`config.mk`:
```
export PLATFORM = sky130hd
export DESIGN_NAME = imem_loader
export DESIGN_NICKNAME = d
export VERILOG_FILES = /design/src/rtl/imem_pkg.sv /design/src/rtl/byte_to_word.sv /design/src/rtl/imem_loader.sv
export SDC_FILE = /design/constraint.sdc
export NUM_CORES = 1
export LEC_CHECK = 0
export BUFFER_PORTS_ARGS = -buffer_cell sky130_fd_sc_hd__buf_2
export CORE_MARGIN = 2
export CORE_UTILIZATION = 55
export CTS_BUF_LIST = sky130_fd_sc_hd__clkbuf_16
export DETAILED_ROUTE_END_ITERATION = 12
export GPL_ROUTABILITY_DRIVEN = 1
export GPL_TIMING_DRIVEN = 0
export PLACE_DENSITY = 0.76
export SETUP_SLACK_MARGIN = 0.05
export SLEW_MARGIN = 0
export SYNTH_ARGS = -nofsm -noshare
export SYNTH_HDL_FRONTEND = slang
export SYNTH_SLANG_ARGS = --single-unit
```
`constraint.sdc`:
```
create_clock -name clk -period 3.6 [get_ports clk]
set_clock_uncertainty 0.2 [all_clocks]
set_input_delay 0.18 -clock clk [delete_from_list [all_inputs] [get_ports clk]]
set_output_delay 0.18 -clock clk [all_outputs]
set_load 0.005 [all_outputs]
```
`src/rtl/imem_pkg.sv`:
```
// Shared definitions for the instruction-memory loader and instr_mem:
// loader state encoding and the default memory depth.
package imem_pkg;

  localparam int unsigned MEM_SIZE_DEFAULT = 1024;

  typedef enum logic [2:0] {
    S_IDLE  = 3'd0,
    S_HDR   = 3'd1,
    S_DATA  = 3'd2,
    S_WRITE = 3'd3,
    S_DONE  = 3'd4,
    S_ERR   = 3'd5
  } state_e;

  // Header decision: zero words finishes at once, oversize images are rejected.
  function automatic state_e hdr_next_state(input logic [31:0] n,
                                            input logic [31:0] mem_size);
    if (n == 32'd0) begin
      return S_DONE;
    end else if (n > mem_size) begin
      return S_ERR;
    end else begin
      return S_DATA;
    end
  endfunction

endpackage

```
`src/rtl/byte_to_word.sv`:
```
// Little-endian byte-to-word assembler shared by header and data phases.
// word_valid flags the cycle the 4th byte is accepted; word then holds all 4 bytes.
module byte_to_word (
  input  logic        clk,
  input  logic        rst_n,
  input  logic        clear,
  input  logic        byte_valid,
  input  logic [7:0]  byte_data,
  output logic [31:0] word,
  output logic        word_valid
);

  logic [1:0]  idx_q, idx_d;
  logic [31:0] word_q, word_d;

  always_comb begin
    idx_d  = idx_q;
    word_d = word_q;
    if (clear) begin
      idx_d  = 2'd0;
      word_d = 32'd0;
    end else if (byte_valid) begin
      idx_d  = idx_q + 2'd1;
      word_d = {byte_data, word_q[31:8]};
    end
  end

  // Byte 0 ends up in [7:0] after four right-shifts.
  assign word       = {byte_data, word_q[31:8]};
  assign word_valid = byte_valid && !clear && (idx_q == 2'd3);

  always_ff @(posedge clk) begin
    if (!rst_n) begin
      idx_q  <= 2'd0;
      word_q <= 32'd0;
    end else begin
      idx_q  <= idx_d;
      word_q <= word_d;
    end
  end

endmodule

```
`src/rtl/imem_loader.sv`:
```
// Boot-time loader: word-count header then program words over a byte
// handshake, each word written to instr_mem with a single-cycle load pulse.
//
// state   | meaning
// IDLE    | waiting for start after reset
// HDR     | collecting the 4-byte word count
// DATA    | collecting the 4 bytes of the next word
// WRITE   | load pulse to instr_mem, byte input stalled
// DONE    | image complete, waiting for start
// ERR     | header too large, waiting for start
module imem_loader
  import imem_pkg::*;
#(
  parameter int unsigned MEM_SIZE = MEM_SIZE_DEFAULT
) (
  input  logic        clk,
  input  logic        rst_n,
  input  logic        start,
  input  logic        in_valid,
  input  logic [7:0]  in_data,
  output logic        in_ready,
  output logic [31:0] mem_adr,
  output logic        mem_load,
  output logic [31:0] mem_in,
  output logic        busy,
  output logic        done,
  output logic        err,
  output logic [31:0] words_written
);

  state_e      state_q, state_d;
  logic [31:0] n_q, n_d;
  logic [31:0] ww_q, ww_d;
  logic [31:0] mem_adr_q, mem_adr_d;
  logic [31:0] mem_in_q, mem_in_d;
  logic [31:0] ww_inc;

  logic        start_ok;
  logic        accept;
  logic [31:0] asm_word;
  logic        asm_valid;

  assign start_ok = start && ((state_q == S_IDLE) || (state_q == S_DONE) ||
                              (state_q == S_ERR));
  assign in_ready = rst_n && ((state_q == S_HDR) || (state_q == S_DATA));
  assign accept   = in_ready && in_valid;
  assign ww_inc   = ww_q + 32'd1;

  byte_to_word u_b2w (
    .clk        (clk),
    .rst_n      (rst_n),
    .clear      (start_ok),
    .byte_valid (accept),
    .byte_data  (in_data),
    .word       (asm_word),
    .word_valid (asm_valid)
  );

  always_comb begin
    state_d   = state_q;
    n_d       = n_q;
    ww_d      = ww_q;
    mem_adr_d = mem_adr_q;
    mem_in_d  = mem_in_q;
    case (state_q)
      S_IDLE, S_DONE, S_ERR: begin
        if (start_ok) begin
          state_d   = S_HDR;
          ww_d      = 32'd0;
          mem_adr_d = 32'd0;
        end
      end
      S_HDR: begin
        if (asm_valid) begin
          n_d     = asm_word;
          state_d = hdr_next_state(asm_word, MEM_SIZE);
        end
      end
      S_DATA: begin
        // Address and data are registered here so they are stable for the
        // whole load cycle; instr_mem writes combinationally.
        if (asm_valid) begin
          mem_in_d  = asm_word;
          mem_adr_d = ww_q;
          state_d   = S_WRITE;
        end
      end
      S_WRITE: begin
        ww_d    = ww_inc;
        state_d = (ww_inc == n_q) ? S_DONE : S_DATA;
      end
      default: state_d = S_IDLE;
    endcase
  end

  always_ff @(posedge clk) begin
    if (!rst_n) begin
      state_q   <= S_IDLE;
      n_q       <= 32'd0;
      ww_q      <= 32'd0;
      mem_adr_q <= 32'd0;
      mem_in_q  <= 32'd0;
    end else begin
      state_q   <= state_d;
      n_q       <= n_d;
      ww_q      <= ww_d;
      mem_adr_q <= mem_adr_d;
      mem_in_q  <= mem_in_d;
    end
  end

  // Gated with rst_n so a reset landing on a WRITE cycle cannot write.
  assign mem_load      = rst_n && (state_q == S_WRITE);
  assign mem_adr       = mem_adr_q;
  assign mem_in        = mem_in_q;
  assign busy          = (state_q == S_HDR) || (state_q == S_DATA) ||
                         (state_q == S_WRITE);
  assign done          = (state_q == S_DONE);
  assign err           = (state_q == S_ERR);
  assign words_written = ww_q;

endmodule
```
==> results.toml <==
[critical_path]
critPathKind = "reg -> reg"
cp_slowest_cell = "or4_1"
crit_path_max_incr_delay_ns = 0.48
cp_top_family = "simple AND/OR/NAND/NOR gates"
worstPathRequired_ns = 3.78
crit_chain = "ha_2, nand3_1, buf_2, nor4_4, buf_4, buf_12, a21oi_1, or3b_1, or4_1, nor4_2, a31o_1"
endpoint_kind = "register"
cp.depth = 11
critPathMaxFanout = 10
critPathLaunchType = "register"
worst-path-buf-inv = 3
r2r_cells = 11
crit_arrival_ns = 3.56

[timing]
slew_headroom = 0.244
tightest_slew_ns = 1.13
hold_violations = 0
max_freq_mhz = 295
tns_ns = 0
period_minus_slack_ns = 3.38
finalSetupViolCount = 0
drv_slew = 0
rsz0062_at_grt = "no"
post-route-period-util = 0.940

[routing]
via_count = 7072
drcViolationCount = 0
drt_iter0_markers = 595
dr.pass1.iters = 7
postRouteAntennaNets = 0
vias_per_cell = 5.67
wirelength_um = 21200
wl_per_cell_um = 17.0

[cts]
insertion_delay_ns = 0.43
cts_root_buf = "clkbuf_16"
path_clk_slew_ns = 0.06
cts_tree = "built"
cts-htree-levels = 4
cts_buffers = 17
clock_path_buffers = 2
cts.sinks = 157

[final_layout]
stdcell_count = 1247
final_common_cell = "nand2_1"
n_antenna_cell = 0
area_delta_synth_final_pct = 21.1
mostFrequentLayoutCells = "231 x nand2_1, 157 x dfxtp_1, 128 x a21oi_1"
final_layout_size_suffix_gt1_frac = 0.167
fin_nets = 1076
nFillCells = 1143

[floorplan]
die_w_um = 119
initial_utilization = 0.567
die_area_um2 = 14100
fp-row-count = 41
fp.dieH_um = 119
ioPinCount = 113
design.core.area_um2 = 12700

[power]
peakVddDrop_mv = 0.292
static-leakage-power_uw = 0.00338
power.density_nw_per_um2 = 422

[logic_synthesis]
syn_avg_cell_area_um2 = 7.87
ys_types = 59
ys_seq_area_frac = 0.435
dominantRegCellSynth = "dfxtp_1"
synth_edf_count = 0
ys_seq_elements = 157
yosysWarningCount = 0
syn-num-nets = 931
async_reset_ff_frac = 0
synth_area_um2 = 7220
syn-instance-count = 917

[global_route]
grt_pass1_vias = 6291
antenna_found_initial = 0
grt_start_max_net_pins = 17
track_usage = 0.305
grt_pass1_wl_um = 33700
overflow = 0

[place]
dp_cells = 1201
dp_hpwl_um = 15100
place_congestion = 0.954
portBuffers = 112

[worst_hold_path]
holdCritPathClass = "reg -> reg"
hold_depth = 2

[run_status]
status = "completed"

[flow_run]
drv_cap = 0
## where the power goes
group | total [uW] | internal (uW) | switching (uW)
Clock | 1820 | 1090 | 735
Combinational | 123 | 34.8 | 88.1
Sequential | 1740 | 1740 | 3.04
Total | 3690 | 2860 | 826
## cell families after synthesis
kind of cell | Yosys count | synth area share
adder cells (fa/ha/maj) | 2 | 0.00347
AO/OA/AOI/OAI | 222 | 0.188
multiplexers | 3 | 0.00433
buffers and inverters | 80 | 0.0508
XOR/XNOR | 43 | 0.0522
flip-flops | 157 | 0.435
AND/OR/NAND/NOR | 410 | 0.266
## layer usage
layer / wire, um / up-vias / track usage
li1: - / 3480 / -
met4: 697 / 0 / 0.134
met3: 1800 / 45 / 0.0584
met2: 9520 / 329 / 0.466
met5: 0 / - / 0
met1: 9140 / 3218 / 0.418
## synth_stat cells (all sizes together), types with 3 or more instances
cell | number | area (um^2)
nand2 | 232 | 873
dfxtp | 157 | 3140
a21oi | 128 | 641
nor2 | 51 | 191
clkbuf | 49 | 184
a22o | 32 | 282
xnor2 | 31 | 272
buf | 25 | 160
nand3 | 22 | 110
o21ai | 22 | 110
nor3 | 20 | 100
nand4 | 19 | 164
nor4 | 18 | 146
xor2 | 12 | 105
and3 | 9 | 56.3
a31oi | 8 | 50.1
inv | 6 | 22.5
or4 | 6 | 45.0
nand2b | 5 | 31.3
nor2b | 5 | 31.3
o21a | 5 | 37.5
a311oi | 4 | 35.0
nand3b | 4 | 30.0
or3 | 4 | 25.0
and2 | 3 | 18.8
nor3b | 3 | 22.5
o2111ai | 3 | 26.3
or2 | 3 | 18.8
## through the flow
step	instance area (um^2)	hold slack [ns]	power [uW]	utilization	setup WS (ns)
floorplan	7220	0.0977	1850	-	0.657
global placement	8000	0.242	1890	0.628	0.0877
detailed placement	8000	0.244	1890	0.628	0.0880
CTS	8700	0.254	3690	0.684	0.0523
global route	8740	0.272	3790	0.687	0.0608
finish	8740	0.251	3690	0.687	0.215
## registers in the layout, summed over array words and instances, names as in the netlist
name and cells:
u_b2w.idx_q 2, mem_adr 32, state_q 3, n_q 32
mem_in 32, u_b2w.word_q 24, words_written 32
## final timing paths
check,startpoint,to,slack [ns]
worst max-delay path,words_written[1]$_SDFFE_PN0P_,state_q[2]$_SDFFE_PN0P_,0.22
worst min-delay path,mem_in[23]$_SDFFE_PN0P_,mem_in[23]$_SDFFE_PN0P_,0.25
worst max register to register,words_written[1]$_SDFFE_PN0P_,state_q[2]$_SDFFE_PN0P_,0.22
worst min register to register,mem_in[23]$_SDFFE_PN0P_,mem_in[23]$_SDFFE_PN0P_,0.25
## worst min-delay path: cells and delay by family, from the launching register on
family             cells  cell delay, ns
and+or+nand+nor        1            0.05
DFF                    1            0.31
AOI/OAI and AO/OA      1            0.05
## area by class of cell
cell class	instances	area, um^2	share of cell area
Buffer	74	345	0.0395
Clock buffer	17	425	0.0487
Clock inverter	15	169	0.0193
Inverter	6	22.5	0.00258
Multi-Input combinational cell	680	3720	0.425
Sequential cell	157	3140	0.359
Tap cell	172	215	0.0246
Timing Repair Buffer	126	706	0.0807
## timing repair
item / in CTS / in global routing
hold buffers: 11 / 0
setup buffers: 0 / 3
hold endpoints to repair: 31 / 0
setup endpoints to repair: 0 / 2
gates resized for setup: 0 / 4
Note: power is estimated with default switching activity, not from simulation.
